File: config.mk
export PLATFORM = sky130hd
export DESIGN_NAME = mproc_ctrl_p
export DESIGN_NICKNAME = d
export VERILOG_FILES = /design/src/rtl/mproc_pkg.sv /design/src/rtl/mproc_ctrl_state.sv /design/src/rtl/mproc_ctrl_p.sv
export SDC_FILE = /design/constraint.sdc
export NUM_CORES = 1
export LEC_CHECK = 0
export ABC_AREA = 1
export CAP_MARGIN = 0
export CORE_MARGIN = 5
export CORE_UTILIZATION = 27
export CTS_BUF_LIST = sky130_fd_sc_hd__clkbuf_8
export CTS_CLUSTER_SIZE = 30
export DETAILED_ROUTE_END_ITERATION = 10
export PLACE_DENSITY = 0.91
export SETUP_SLACK_MARGIN = 0.15
export SLEW_MARGIN = 0
export SYNTH_ARGS = -nofsm -noshare
export SYNTH_HDL_FRONTEND = slang
export SYNTH_SLANG_ARGS = --single-unit
File: constraint.sdc
create_clock -name clk -period 1.9 [get_ports clk]
set_input_delay 0.38 -clock clk [delete_from_list [all_inputs] [get_ports clk]]
set_output_delay 0.38 -clock clk [all_outputs]
set_load 0.02 [all_outputs]
File: src/rtl/mproc_pkg.sv
// mproc_pkg: shared state encodings, instruction classes and default widths for the mproc control unit
package mproc_pkg;
  localparam int IW_D  = 16;
  localparam int RAW_D = 3;
  localparam int OPW_D = 2;
  localparam int AW_D  = 7;
  typedef enum logic [2:0] {
    FETCH  = 3'd0,
    DECODE = 3'd1,
    EXEC   = 3'd2,
    MEM    = 3'd3,
    WB     = 3'd4
  } state_t;
  typedef enum logic [1:0] {
    CLS_ALU   = 2'b00,
    CLS_JMP   = 2'b01,
    CLS_LOAD  = 2'b10,
    CLS_STORE = 2'b11
  } cls_t;
endpackage

File: src/rtl/mproc_ctrl_state.sv
// mproc_ctrl_state: state register and next-state logic of the mproc control unit
module mproc_ctrl_state
  import mproc_pkg::*;
(
  input  logic       clk,
  input  logic       reset,
  input  logic [1:0] cls,
  input  logic       mem_ready,
  output state_t     state
);
  state_t nxt;
  always_comb begin
    nxt = FETCH;
    case (state)
      FETCH:   nxt = mem_ready ? DECODE : FETCH;
      DECODE:  nxt = cls[1] ? MEM : EXEC;
      MEM:     nxt = !mem_ready ? MEM : (cls == CLS_STORE) ? FETCH : WB;
      default: nxt = FETCH;
    endcase
  end
  always_ff @(posedge clk)
    state <= !reset ? FETCH : nxt;
endmodule

File: src/rtl/mproc_ctrl_p.sv
// mproc_ctrl_p: multi-cycle control unit driving pc, ir, reg_alu and a wait-state memory port
module mproc_ctrl_p
  import mproc_pkg::*;
#(
  parameter int IW  = IW_D,
  parameter int RAW = RAW_D,
  parameter int OPW = OPW_D,
  parameter int AW  = AW_D
) (
  input  logic           clk,
  input  logic           reset,
  input  logic [IW-1:0]  cur_ins,
  input  logic           cout,
  input  logic           zero,
  input  logic           mem_ready,
  output logic [RAW-1:0] rd_addr_a,
  output logic [RAW-1:0] rd_addr_b,
  output logic [RAW-1:0] wr_addr,
  output logic [OPW-1:0] op,
  output logic [AW-1:0]  jump_addr,
  output logic           sel,
  output logic           jump,
  output logic           pc_inc,
  output logic           load_ir,
  output logic           wr_reg,
  output logic           mem_req,
  output logic           mem_we,
  output logic           addr_sel
);
  state_t state;
  cls_t   cls;
  logic   taken;
  logic   unused_ok;
  assign cls       = cls_t'(cur_ins[IW-1:IW-2]);
  assign taken     = cur_ins[IW-3] ? zero : cout;
  assign rd_addr_a = cur_ins[RAW-1:0];
  assign rd_addr_b = cur_ins[2*RAW-1:RAW];
  assign wr_addr   = cur_ins[3*RAW-1:2*RAW];
  assign op        = cur_ins[3*RAW+OPW-1:3*RAW];
  assign jump_addr = cur_ins[AW-1:0];
  assign unused_ok = ^cur_ins;
  mproc_ctrl_state u_state (
    .clk      (clk),
    .reset    (reset),
    .cls      (cur_ins[IW-1:IW-2]),
    .mem_ready(mem_ready),
    .state    (state)
  );
  // Strobes are forced off combinationally while reset is low so an aborted
  // instruction cannot write back or redirect the PC in the reset cycle.
  always_comb begin
    mem_req  = reset && (state == FETCH || state == MEM);
    mem_we   = reset && state == MEM && cls == CLS_STORE;
    addr_sel = reset && (state == MEM || state == WB);
    load_ir  = reset && state == FETCH && mem_ready;
    pc_inc   = reset && state == FETCH && mem_ready;
    wr_reg   = reset && ((state == EXEC && cls == CLS_ALU) || state == WB);
    jump     = reset && state == EXEC && cls == CLS_JMP && taken;
    sel      = !(reset && state == WB);
  end
endmodule
# ---- After elaboration in Yosys (flattened, before gate mapping)
# Index checks and enable logic that the tools add are counted.
dict set report op_classes {
  n_eq_ne 6
  muxes 6
  n_reduce_logical 18
}
# op n
set ops {}
lappend ops {{1-bit logical AND} 12}
lappend ops {{3-bit case mux with 3 select lines} 1}
lappend ops {{3-bit by 2-bit == test with 1-bit output, second input constant} 2}
lappend ops {{3-bit two-way mux} 2}
lappend ops {{3-bit by 1-bit == test with 1-bit output, second input constant} 1}
lappend ops {{3-bit == test, second input constant} 1}
lappend ops {{3-bit logical NOT} 1}
lappend ops {{1-bit logical OR} 3}
lappend ops {{1-bit two-way mux} 3}
lappend ops {{2-bit by 1-bit == test with 1-bit output, second input constant} 1}
lappend ops {{2-bit == test, second input constant} 1}
lappend ops {{2-bit logical NOT} 1}
lappend ops {{1-bit logical NOT} 1}
dict set report totals {
  register_bits 3
}

# ---- Longest topological paths before layout
dict set report logic_depth {
  depth_word 4
  mapped_depth 6
  mapped_depth_nobuf 6
}

# ---- Cells and area by module
# Synthesis repeated with hierarchy kept, for this count alone.
dict set report unflattened {
  hier_cells 67
  hier_area_um2 396.6
}
# module n_inst cells_per_inst area_per_inst_um2
set by_module_without_submodules {}
lappend by_module_without_submodules {mproc_ctrl_p 1 45 254.0}
lappend by_module_without_submodules {mproc_ctrl_state 1 22 142.6}

# ---- Least setup slack after synthesis
# Ideal clock, no wire load.
dict set report synth_timing {
  path_type {register to output}
  startpoint {register u_state.state[1]}
  endpoint {output port pc_inc}
  arrival_ns 1.092
  setup_slack_ns 0.428
  stages_incl_launch_ff 5
  n_path_buf 1
  path_cell_list {dfxtp_1 -> nor2_2 -> nand3_1 -> nor2_1 -> buf_4}
}
dict set report synth_via {
  elab_chain_cells 3
}
# item line_no
set synth_rtl {}
lappend synth_rtl {{start: declaration} mproc_ctrl_state.sv:9} ;# output state_t state
lappend synth_rtl {{start signal: assignment} mproc_ctrl_state.sv:22} ;# state <= !reset ? FETCH : nxt;
lappend synth_rtl {{3-bit logical NOT} -}
lappend synth_rtl {{1-bit logical AND (2 in a row)} -}
lappend synth_rtl {{end: declaration} mproc_ctrl_p.sv:23} ;# output logic pc_inc,
# Every way passes these cells.

# ---- Worst setup path after layout
dict set report layout_timing {
  startpoint {input port cur_ins[15]}
  endpoint {output port jump}
}
dict set report layout_via {
  elab_chain_cells 3
}
# item line_no
set layout_rtl {}
lappend layout_rtl {{start: declaration} mproc_ctrl_p.sv:12} ;# input logic [IW-1:0] cur_ins,
lappend layout_rtl {{2-bit by 1-bit == test with 1-bit output} mproc_ctrl_p.sv:58} ;# jump = reset && state == EXEC && cls == CLS_JMP && taken;
lappend layout_rtl {{1-bit logical AND (2 in a row)} mproc_ctrl_p.sv:58}
lappend layout_rtl {{end: declaration} mproc_ctrl_p.sv:22} ;# output logic jump,
# Every way passes these cells.

==> results.json <==
{
  "coreArea_um2": 1270,
  "critPathBufInv": 3,
  "dp_cells": 72,
  "cp_max_fo": 3,
  "drt-initial-drc-count": 7,
  "diodes": 0,
  "reg_top3": "u_state.state x3",
  "wl_um": 817,
  "stdcell_count": 76,
  "root_buffer": "clkbuf_8",
  "relSlewSlack_pct": 84.3,
  "io_pins": 47,
  "post-route-min-period_ns": 1.70,
  "synth.net_count": 77,
  "hold_path_class": "register to register",
  "ff_latch_area_um2": 60.1,
  "initial_utilization_pct": 28.0,
  "die_h_um": 46.3,
  "cts.sinks": 3,
  "cts_setup_buffers": 0,
  "htreeDepth": 1,
  "top_register": "u_state.state",
  "syn_area_per_cell_um2": 6.35,
  "synth_cell_type_count": 12,
  "rsz0062_at_grt": "true",
  "cts_buffers": 3,
  "slowest_stage": "clkdlybuf4s50_1",
  "dp_hpwl_um": 595,
  "nFillCells": 139,
  "yosysWarnings": 0,
  "period_share_pct": 89.7,
  "cp_data_required_time_ns": 1.52,
  "ant_nets": 0,
  "leakagePower_nw": 0.228,
  "vdd_drop_max_v": 0.000350,
  "place_congestion": 0.849,
  "antenna_found_initial": 0,
  "setup_viol": 0,
  "synth-seq-cells": 3,
  "fin_ws_ns": 0.196,
  "dieArea_um2": 2140,
  "seq_area_frac_synth_pct": 16.9,
  "grt_overflow": 0,
  "tritoncts": "done",
  "dr.pass1.iters": 4,
  "multi_input_area_um2": 135,
  "worst_setup_path_start_kind": "input port",
  "via_count": 330,
  "drcViolationCount": 0,
  "grt_pass1_wl_um": 1380,
  "syn_area_um2": 355,
  "dieWidth_um": 46.3,
  "grt_pass1_vias": 342,
  "pre_cts_ws_ns": -0.343,
  "drive_gt1_share_pct": 36.1,
  "hold_viol_final": 0,
  "num-nets-final": 83,
  "cts_buffer_depth": 2,
  "path_clk_slew_ns": 0.03,
  "placementRows": 13,
  "status": "completed",
  "skew_ns": 0.000518,
  "pwr_density_cell_nw_per_um2": 732,
  "cp_top_family": "buffers and inverters",
  "area.growth.synth_to_final_pct": 22.2,
  "syn_inst": 56,
  "worstPathArrival_ns": 1.32,
  "final_max_slew_viol_count": 0,
  "largest_register_ffs": 3,
  "cp_cell_sequence": "clkdlybuf4s50_1, inv_2, nand3_1, nor3_1, buf_2",
  "clk_latency_ns": 0.22,
  "cpPeakStageDelay_ns": 0.44,
  "drv_cap": 0,
  "grt_max_degree": 7,
  "tightestPinTransition_ns": 0.235,
  "worstSetupPathType": "input port to output port",
  "drt-vias-per-instance": 4.34,
  "ctsHoldBuffers": 0,
  "io_buffers": 15,
  "grtUsageTotal_pct": 9.72,
  "cp-end-kind": "output port",
  "wire_per_inst_um": 10.8,
  "fmax_ghz": 0.587,
  "final_util_pct": 34.2
}
routing by layer:
layer	up-vias	track usage [%]	part of all wire (%)
met3	6	3.91	10
met1	144	7.36	30
met4	0	14.2	6.4
li1	166	-	-
met5	-	0	0
met2	14	15.4	53
metrics by stage:
stage | setup TNS [ns] | area, µm² | total power, mW | hold WS [ns]
after floorplan | 0 | 355 | 0.160 | 0.506
after global placement | -2.30 | 419 | 0.140 | 0.537
after detailed placement | -2.36 | 419 | 0.142 | 0.545
after CTS | 0 | 445 | 0.321 | 0.551
after global routing | 0 | 434 | 0.342 | 0.590
final | 0 | 434 | 0.318 | 0.549
Yosys cell counts:
cell	n	area, µm²
nor3_1	1	5.00
nand3b_1	1	7.51
a21oi_1	1	5.00
dfxtp_1	3	60.1
nor2_2	3	18.8
inv_1	4	15.0
inv_2	2	7.51
nor2_1	6	22.5
nand3_1	7	35.0
o21ai_0	2	10.0
buf_4	19	143
nand2_1	7	26.3
worst min-delay path, delay by kind of cell, from the launching register on:
kind	cells	cell delay, ns
compound gates	1	0.07
flops	1	0.33
simple gates	1	0.11
power breakdown:
group	total (mW)	switching, mW	internal, mW
Sequential	0.0709	0.00397	0.0669
Clock	0.182	0.0445	0.138
Combinational	0.0649	0.0339	0.0309
Total	0.318	0.0824	0.236
layout make-up:
type                            instances  area share, %
Timing Repair Buffer                   20           35.2
Multi-Input combinational cell         28           31.1
Sequential cell                         3           13.8
Clock buffer                            3           9.51
Inverter                                6           5.19
Tap cell                               15           4.32
Clock inverter                          1          0.865
path summary, 6_finish.rpt:
kind	startpoint	end	slack, ns	depth (start not counted)
max	cur_ins[15]	jump	0.20	5
min reg2reg	u_state.state[0]$_SDFF_PN0_	u_state.state[1]$_SDFF_PN0_	0.55	2
max reg2reg	u_state.state[2]$_SDFF_PN0_	u_state.state[0]$_SDFF_PN0_	0.99	5
min	u_state.state[0]$_SDFF_PN0_	u_state.state[1]$_SDFF_PN0_	0.55	2
layout by cell type (no fill, tap or decap), types with 2 or more instances in the layout:
| master | n |
|---|---|
| dlygate4sd2_1 | 2 |
| buf_4 | 5 |
| nor2_1 | 6 |
| o21ai_0 | 2 |
| clkdlybuf4s50_1 | 5 |
| inv_2 | 3 |
| buf_2 | 4 |
| nor2_2 | 3 |
| clkbuf_8 | 3 |
| nand2_1 | 7 |
| inv_1 | 4 |
| nand3_1 | 6 |
| dfxtp_1 | 3 |
| clkbuf_2 | 3 |
cell families (layout without fill, tap and decap cells):
| family | after synthesis | after routing | synth area share, % |
|---|---|---|---|
| and+or+nand+nor | 25 | 25 | 32.4 |
| buffers and inverters | 25 | 30 | 46.5 |
| AOI/OAI and AO/OA | 3 | 3 | 4.22 |
| DFF | 3 | 3 | 16.9 |
repair_timing:
action / in CTS / in global routing
gates resized for setup: 23 / 9
endpoints found under the setup margin: 8 / 6
pin swaps: 0 / 0
Note: power is estimated with default switching activity, not from simulation.
